==> src/rtl/aes_block_sequencer_pkg.sv <==
// Shared types and helpers for the AES block sequencer: FSM states, block
// width, and the per-mode chaining arithmetic used around the AES core.
package aes_block_sequencer_pkg;

  localparam int BLK_W = 128;

  typedef enum logic [1:0] {
    ST_IDLE   = 2'd0,
    ST_ISSUE  = 2'd1,
    ST_WAIT   = 2'd2,
    ST_OUTPUT = 2'd3
  } state_e;

  typedef struct packed {
    logic cbc;
    logic dec;
  } blk_mode_t;

  // Only CBC encrypt folds the chain into the core input.
  function automatic logic [BLK_W-1:0] core_input(input blk_mode_t mode,
                                                  input logic [BLK_W-1:0] blk,
                                                  input logic [BLK_W-1:0] chain);
    return (mode.cbc && !mode.dec) ? (blk ^ chain) : blk;
  endfunction

  // Only CBC decrypt folds the chain into the core output.
  function automatic logic [BLK_W-1:0] result_output(input blk_mode_t mode,
                                                     input logic [BLK_W-1:0] res,
                                                     input logic [BLK_W-1:0] chain);
    return (mode.cbc && mode.dec) ? (res ^ chain) : res;
  endfunction

  function automatic logic [BLK_W-1:0] next_chain(input blk_mode_t mode,
                                                  input logic [BLK_W-1:0] blk,
                                                  input logic [BLK_W-1:0] res,
                                                  input logic [BLK_W-1:0] chain);
    if (!mode.cbc) return chain;
    return mode.dec ? blk : res;
  endfunction

endpackage

==> src/rtl/aes_block_sequencer_blk_fifo.sv <==
// Synchronous FIFO for input blocks. Full/empty come from wrap-bit pointers,
// so no pass-through at full: a push is only taken when a slot is free.
module blk_fifo #(
  parameter int WIDTH = 128,
  parameter int DEPTH = 4
) (
  input  logic             clk_i,
  input  logic             rst_ni,
  input  logic             push_i,
  input  logic [WIDTH-1:0] push_data_i,
  output logic             full_o,
  input  logic             pop_i,
  output logic [WIDTH-1:0] pop_data_o,
  output logic             empty_o
);

  localparam int AW = $clog2(DEPTH);
  localparam logic [AW:0] PTR_ONE = {{AW{1'b0}}, 1'b1};

  logic [WIDTH-1:0] r_mem [DEPTH];
  logic [AW:0]      r_wr_ptr;
  logic [AW:0]      r_rd_ptr;
  logic             w_push;
  logic             w_pop;

  assign full_o     = (r_wr_ptr[AW] != r_rd_ptr[AW]) &&
                      (r_wr_ptr[AW-1:0] == r_rd_ptr[AW-1:0]);
  assign empty_o    = (r_wr_ptr == r_rd_ptr);
  assign w_push     = push_i && !full_o;
  assign w_pop      = pop_i && !empty_o;
  assign pop_data_o = r_mem[r_rd_ptr[AW-1:0]];

  // NOTE: sequential state uses non-blocking assignments so every flop samples
  // pre-edge values regardless of block ordering.
  always_ff @(posedge clk_i) begin
    if (!rst_ni) begin
      r_wr_ptr <= '0;
      r_rd_ptr <= '0;
    end else begin
      if (w_push) r_wr_ptr <= r_wr_ptr + PTR_ONE;
      if (w_pop)  r_rd_ptr <= r_rd_ptr + PTR_ONE;
    end
  end

  // NOTE: storage is deliberately not reset; the pointers alone define which
  // entries are valid, and a reset-free array maps onto plain RAM.
  always_ff @(posedge clk_i) begin
    if (w_push) r_mem[r_wr_ptr[AW-1:0]] <= push_data_i;
  end

endmodule

==> src/rtl/aes_block_sequencer.sv <==
// Sequences 128-bit blocks from an input FIFO through an external AES core,
// applying ECB/CBC chaining, and presents each result on a valid/ready port.
module aes_block_sequencer
  import aes_block_sequencer_pkg::*;
#(
  parameter int DEPTH = 4,    // power of two, >= 2
  parameter int KEY_W = 256,  // 128, 192 or 256
  parameter int CNT_W = 16
) (
  input  logic               clk_i,
  input  logic               rst_ni,
  input  logic [BLK_W-1:0]   in_data_i,
  input  logic               in_valid_i,
  output logic               in_ready_o,
  input  logic [KEY_W-1:0]   key_i,
  input  logic               key_valid_i,
  input  logic [BLK_W-1:0]   iv_i,
  input  logic               iv_valid_i,
  input  logic               mode_cbc_i,
  input  logic               decrypt_i,
  input  logic               core_ready_i,
  output logic               core_start_o,
  output logic               core_decrypt_o,
  output logic [KEY_W-1:0]   core_key_o,
  output logic [BLK_W-1:0]   core_data_o,
  input  logic               core_done_i,
  input  logic [BLK_W-1:0]   core_result_i,
  output logic [BLK_W-1:0]   out_data_o,
  output logic               out_valid_o,
  input  logic               out_ready_i,
  output logic               busy_o,
  output logic               cfg_err_o,
  output logic [CNT_W-1:0]   blk_count_o
);

  localparam logic [CNT_W-1:0] CNT_ONE = {{(CNT_W-1){1'b0}}, 1'b1};

  state_e           r_state;
  state_e           w_state_next;
  blk_mode_t        r_mode;
  blk_mode_t        w_mode_in;
  logic [BLK_W-1:0] r_blk;
  logic [BLK_W-1:0] r_core_data;
  logic [BLK_W-1:0] r_chain;
  logic [BLK_W-1:0] r_out_data;
  logic [KEY_W-1:0] r_key;
  logic [CNT_W-1:0] r_blk_count;
  logic             r_cfg_err;

  logic             w_fifo_full;
  logic             w_fifo_empty;
  logic [BLK_W-1:0] w_head;
  logic             w_pop;
  logic             w_capture;
  logic             w_out_hs;
  logic             w_cfg_ok;
  logic             w_cfg_req;

  assign w_mode_in = '{cbc: mode_cbc_i, dec: decrypt_i};

  blk_fifo #(
    .WIDTH (BLK_W),
    .DEPTH (DEPTH)
  ) u_blk_fifo (
    .clk_i       (clk_i),
    .rst_ni      (rst_ni),
    .push_i      (in_valid_i),
    .push_data_i (in_data_i),
    .full_o      (w_fifo_full),
    .pop_i       (w_pop),
    .pop_data_o  (w_head),
    .empty_o     (w_fifo_empty)
  );

  always_ff @(posedge clk_i) begin
    if (!rst_ni) r_state <= ST_IDLE;
    else         r_state <= w_state_next;
  end

  // NOTE: every signal written here gets a default first, so no path through
  // the case can leave one unassigned and infer a latch.
  always_comb begin
    w_state_next = r_state;
    w_pop        = 1'b0;
    w_capture    = 1'b0;
    w_out_hs     = 1'b0;
    case (r_state)
      ST_IDLE: begin
        if (!w_fifo_empty && core_ready_i) begin
          w_pop        = 1'b1;
          w_state_next = ST_ISSUE;
        end
      end
      ST_ISSUE: w_state_next = ST_WAIT;
      ST_WAIT: begin
        if (core_done_i) begin
          w_capture    = 1'b1;
          w_state_next = ST_OUTPUT;
        end
      end
      ST_OUTPUT: begin
        if (out_ready_i) begin
          w_out_hs     = 1'b1;
          w_state_next = ST_IDLE;
        end
      end
      default: w_state_next = ST_IDLE;
    endcase
  end

  // Key/IV may only change while nothing is queued or in flight.
  assign w_cfg_ok  = (r_state == ST_IDLE) && w_fifo_empty;
  assign w_cfg_req = key_valid_i || iv_valid_i;

  always_ff @(posedge clk_i) begin
    if (!rst_ni) begin
      r_blk       <= '0;
      r_mode      <= '0;
      r_core_data <= '0;
    end else if (w_pop) begin
      r_blk       <= w_head;
      r_mode      <= w_mode_in;
      r_core_data <= core_input(w_mode_in, w_head, r_chain);
    end
  end

  always_ff @(posedge clk_i) begin
    if (!rst_ni) begin
      r_chain     <= '0;
      r_out_data  <= '0;
      r_key       <= '0;
      r_blk_count <= '0;
      r_cfg_err   <= 1'b0;
    end else begin
      if (w_cfg_ok && iv_valid_i) r_chain <= iv_i;
      else if (w_capture)         r_chain <= next_chain(r_mode, r_blk, core_result_i, r_chain);
      if (w_capture)              r_out_data <= result_output(r_mode, core_result_i, r_chain);
      if (w_cfg_ok && key_valid_i) r_key <= key_i;
      if (w_out_hs)               r_blk_count <= r_blk_count + CNT_ONE;
      r_cfg_err <= w_cfg_req && !w_cfg_ok;
    end
  end

  assign in_ready_o     = !w_fifo_full;
  assign core_start_o   = (r_state == ST_ISSUE);
  assign core_decrypt_o = r_mode.dec;
  assign core_key_o     = r_key;
  assign core_data_o    = r_core_data;
  assign out_data_o     = r_out_data;
  assign out_valid_o    = (r_state == ST_OUTPUT);
  assign busy_o         = (r_state != ST_IDLE) || !w_fifo_empty;
  assign cfg_err_o      = r_cfg_err;
  assign blk_count_o    = r_blk_count;

endmodule

==> config.mk <==
export PLATFORM = sky130hd
export DESIGN_NAME = aes_block_sequencer
export DESIGN_NICKNAME = d
export VERILOG_FILES = /design/src/rtl/aes_block_sequencer_pkg.sv /design/src/rtl/aes_block_sequencer_blk_fifo.sv /design/src/rtl/aes_block_sequencer.sv
export SDC_FILE = /design/constraint.sdc
export NUM_CORES = 2
export LEC_CHECK = 0
export ABC_AREA = 1
export ABC_CLOCK_PERIOD_IN_PS = 23200
export CORE_AREA = 3 3 458 460
export CTS_CLUSTER_SIZE = 12
export DETAILED_ROUTE_END_ITERATION = 16
export DIE_AREA = 0 0 461 463
export PLACE_DENSITY = 0.53
export SYNTH_ARGS = -nofsm -noshare
export SYNTH_HDL_FRONTEND = slang
export SYNTH_SLANG_ARGS = --single-unit
==> constraint.sdc <==
create_clock -name clk_i -period 23.2 [get_ports clk_i]
set_clock_uncertainty 0.15 [all_clocks]
set_input_delay 4.64 -clock clk_i [delete_from_list [all_inputs] [get_ports clk_i]]
set_output_delay 4.64 -clock clk_i [all_outputs]
set_load 0.05 [all_outputs]
==> key figures <==
Clock network
  • CTS Sinks: 1309
  • TritonCTS clock tree: built
  • Resized cells post-CTS: 0
  • H-Tree Depth: 4
  • Postcts setup bufs: 0
  • Worst-Skew Late Latency: 0.80 ns
  • Root Buffer: clkbuf_16
  • Post-CTS Hold Fix Bufs: 0
  • Worst-path clk slew: 0.06 ns
  • CTS Buffer Depth: 3
  • Total CTS buffers: 157

Worst setup path
  • Setup crit end kind: output pin
  • CP peak stage delay: 0.72 ns
  • Crit path max fanout: 28
  • Worst Path Class, Setup: reg -> out
  • Crit path DAT: 2.92 ns
  • Most used cell, CP: inv_1
  • Slowest CP cell: clkdlybuf4s50_1
  • Startpoint types: flip-flop
  • CP required: 18.41 ns
  • CP cell instances: inv_1 > ha_4 > inv_1 > nor2_4 > inv_1 > clkdlybuf4s50_1

Placed design
  • Final Wtd Congestion: 0.8586
  • Detail Placement HPWL: 163000 um
  • PortBufs: 1183

Yosys
  • Mean Syn Cell Area: 7.996 um^2
  • Synth Area in Adders: 0.2201%
  • Synth Area in Simple Gates: 26.40%
  • Syn Inst Count: 7110
  • Flops & latches, synth: 1309
  • Synthesis Warnings: 0
  • Largest family of logic cells by synthesized area: simple AND/OR/NAND/NOR gates
  • Post-Synth XOR/XNOR Area: 2.064%
  • Syn_nets: 7770
  • Library cells used by synthesis: 30
  • Seq/Total Area, Yosys: 55.11%
  • Synth Area in Compound Gates: 7.910%
  • Area of the mapped netlist: 56850 um^2
  • Multiplexer share of the synthesized area: 0%

STA
  • Post-Route Setup TNS: 0 ns
  • Final Hold Viols: 0
  • # setup viols final: 0
  • Minimum clock period: 7.712 ns
  • Worst Tran Pin Value: 1.143 ns
  • RSZ-0062 raised after global routing: no
  • Fin crit share: 33.24%
  • Slew Viols, Final: 0
  • Fmax: 129.7 MHz
  • Slew HR: 23.77%

Die
  • Core Area: 206400 um^2
  • Die area: 213400 um^2
  • Initial Util: 27.54%
  • I/O pin cnt: 1184
  • Rows: 167
  • Die Wd: 461 um
  • Die Span Y: 463 um

Global route
  • Largest net degree at the start of global routing: 137
  • Initial antenna violation count: 146
  • GRT Residual Overflow: 0
  • Vias in the first global route: 48605
  • First-pass GRT wire length: 331000 um
  • Tot GR Track Use: 20.69%

Power
  • Net load switching power: 3.013 mW
  • PwrDens: 105.7 nW/um^2
  • Lkg Pwr: 31.38 nW
  • Power share of the sequential group: 36.1%
  • Clk pwr share: 32.2%
  • P_int: 5.044 mW
  • Gate power share: 31.6%
  • Peak VDD IR: 0.07134 mV
  • Switching share of power: 37.40%

Final layout
  • Fillers: 21034
  • Most frequent cells in the layout: 2354 x nand2_1, 1180 x clkdlybuf4s50_1, 794 x dfxtp_1
  • Fin util: 36.92%
  • Syn-to-layout area delta: 34.07%
  • Share of cells above drive strength 1: 4.086%
  • Commonest non-fill, non-tap cell in the layout: nand2_1
  • Final net count: 8676

Outcome
  • Status: finished clean

Drt
  • DRC Markers: 0
  • Vias/cell: 4.652
  • Initial DRC Count: 3363
  • Uppermost routed layer: met5
  • Wirelength per Cell: 21.17 um
  • Antenna-violating nets left: 0
  • DR pass1 iterations: 6
  • Routed wl met2: 113800 um
  • Met3 wire length: 17600 um
  • Routed WL: 231400 um
  • Wl on met1: 87720 um
  • Via count: 50852

Min path
  • Worst min path class: reg -> reg

Flow run
  • Maxcap violations: 0
## kinds of logic after synthesis
logic type      count (synthesis)
flops                        1309
simple gates                 3687
fa+ha+maj                      10
buf+inv                      1169
xor+xnor                      134
compound gates                801
## critical path: cells and delay by family (launching register included)
family	cells	cell delay, ns
fa+ha+maj	1	0.44
buf+inv	4	1.07
simple gates	1	0.27
flops	1	0.34
## power groups by stage
stage               Clock, mW  Sequential (mW)  Combinational (mW)
floorplan                   0             3.48                1.12
global placement            0             2.95                2.54
detailed placement          0             2.96                2.56
CTS                      2.66             2.91                2.57
global route             2.75             2.94                2.78
finish                   2.60             2.91                2.55
## per-layer routing
layer  global-route usage [%]  vias to the layer above
met4                    11.63                       58
met1                    22.84                    23954
met2                    35.23                     1537
met3                    6.252                      443
li1                         -                    24860
met5                  0.02262                        -
## worst paths after layout
| kind | end | startpoint | depth (start not counted) | slack [ns] |
|---|---|---|---|---|
| worst max register to register | u_blk_fifo.r_mem[0][42] | u_blk_fifo.r_wr_ptr[0] | 9 | 18.95 |
| worst min register to register | core_key_o[119] | core_key_o[119] | 2 | 0.31 |
| worst max-delay path | busy_o | r_state[0] | 6 | 15.49 |
| worst min-delay path | core_key_o[119] | core_key_o[119] | 2 | 0.31 |
## flip-flops by register name (all words and copies together), names as in the netlist, named ones only
name,flops
blk_count_o,16
cfg_err_o,1
core_data_o,128
core_decrypt_o,1
core_key_o,256
out_data_o,128
r_blk,128
r_chain,128
r_mode,1
r_state,2
u_blk_fifo.r_mem,512
u_blk_fifo.r_rd_ptr,3
u_blk_fifo.r_wr_ptr,3
## stage by stage
step / setup slack [ns] / hold WS, ns / total power, mW / instance area [um^2] / cells
2_1_floorplan: 12.25 / 0.3067 / 4.603 / 56850 / 7110
3_3_place_gp: 14.69 / 0.2971 / 5.493 / 70570 / 10561
3_5_place_dp: 14.66 / 0.3012 / 5.518 / 70570 / 10561
4_1_cts: 15.42 / 0.3103 / 8.142 / 76020 / 10854
5_1_grt: 15.32 / 0.3240 / 8.467 / 76170 / 10913
6_report: 15.49 / 0.3076 / 8.057 / 76220 / 10932
## cell type report
cell class	count	area (um^2)	area share, %
Antenna cell	78	195.2	0.2561
Inverter	672	2567	3.369
Tap cell	2704	3383	4.439
Clock inverter	78	1047	1.374
Sequential cell	1309	31340	41.12
Multi-Input combinational cell	4632	20890	27.41
Timing Repair Buffer	1244	12380	16.25
Clock buffer	215	4412	5.788
## cell usage after synthesis (all sizes together)
cell	n	area, um^2
nand3	645	3228
nand3b	1	7.510
a21oi	531	2658
o22ai	1	6.260
nand2	2358	8854
ha	10	125.1
inv	672	2522
xor2	133	1165
o221ai	127	1112
nor2	544	2052
and3	1	6.260
a21o	1	7.510
o21a	3	22.52
nor3b	2	15.01
buf	232	1200
xnor2	1	8.760
o21ai	138	690.7
dfxtp	797	15960
nand4	131	819.5
edfxtp	512	15370
clkbuf	265	994.7
nor3	4	20.02
and2	1	6.260
No activity file was read; power rests on OpenSTA's default activity.
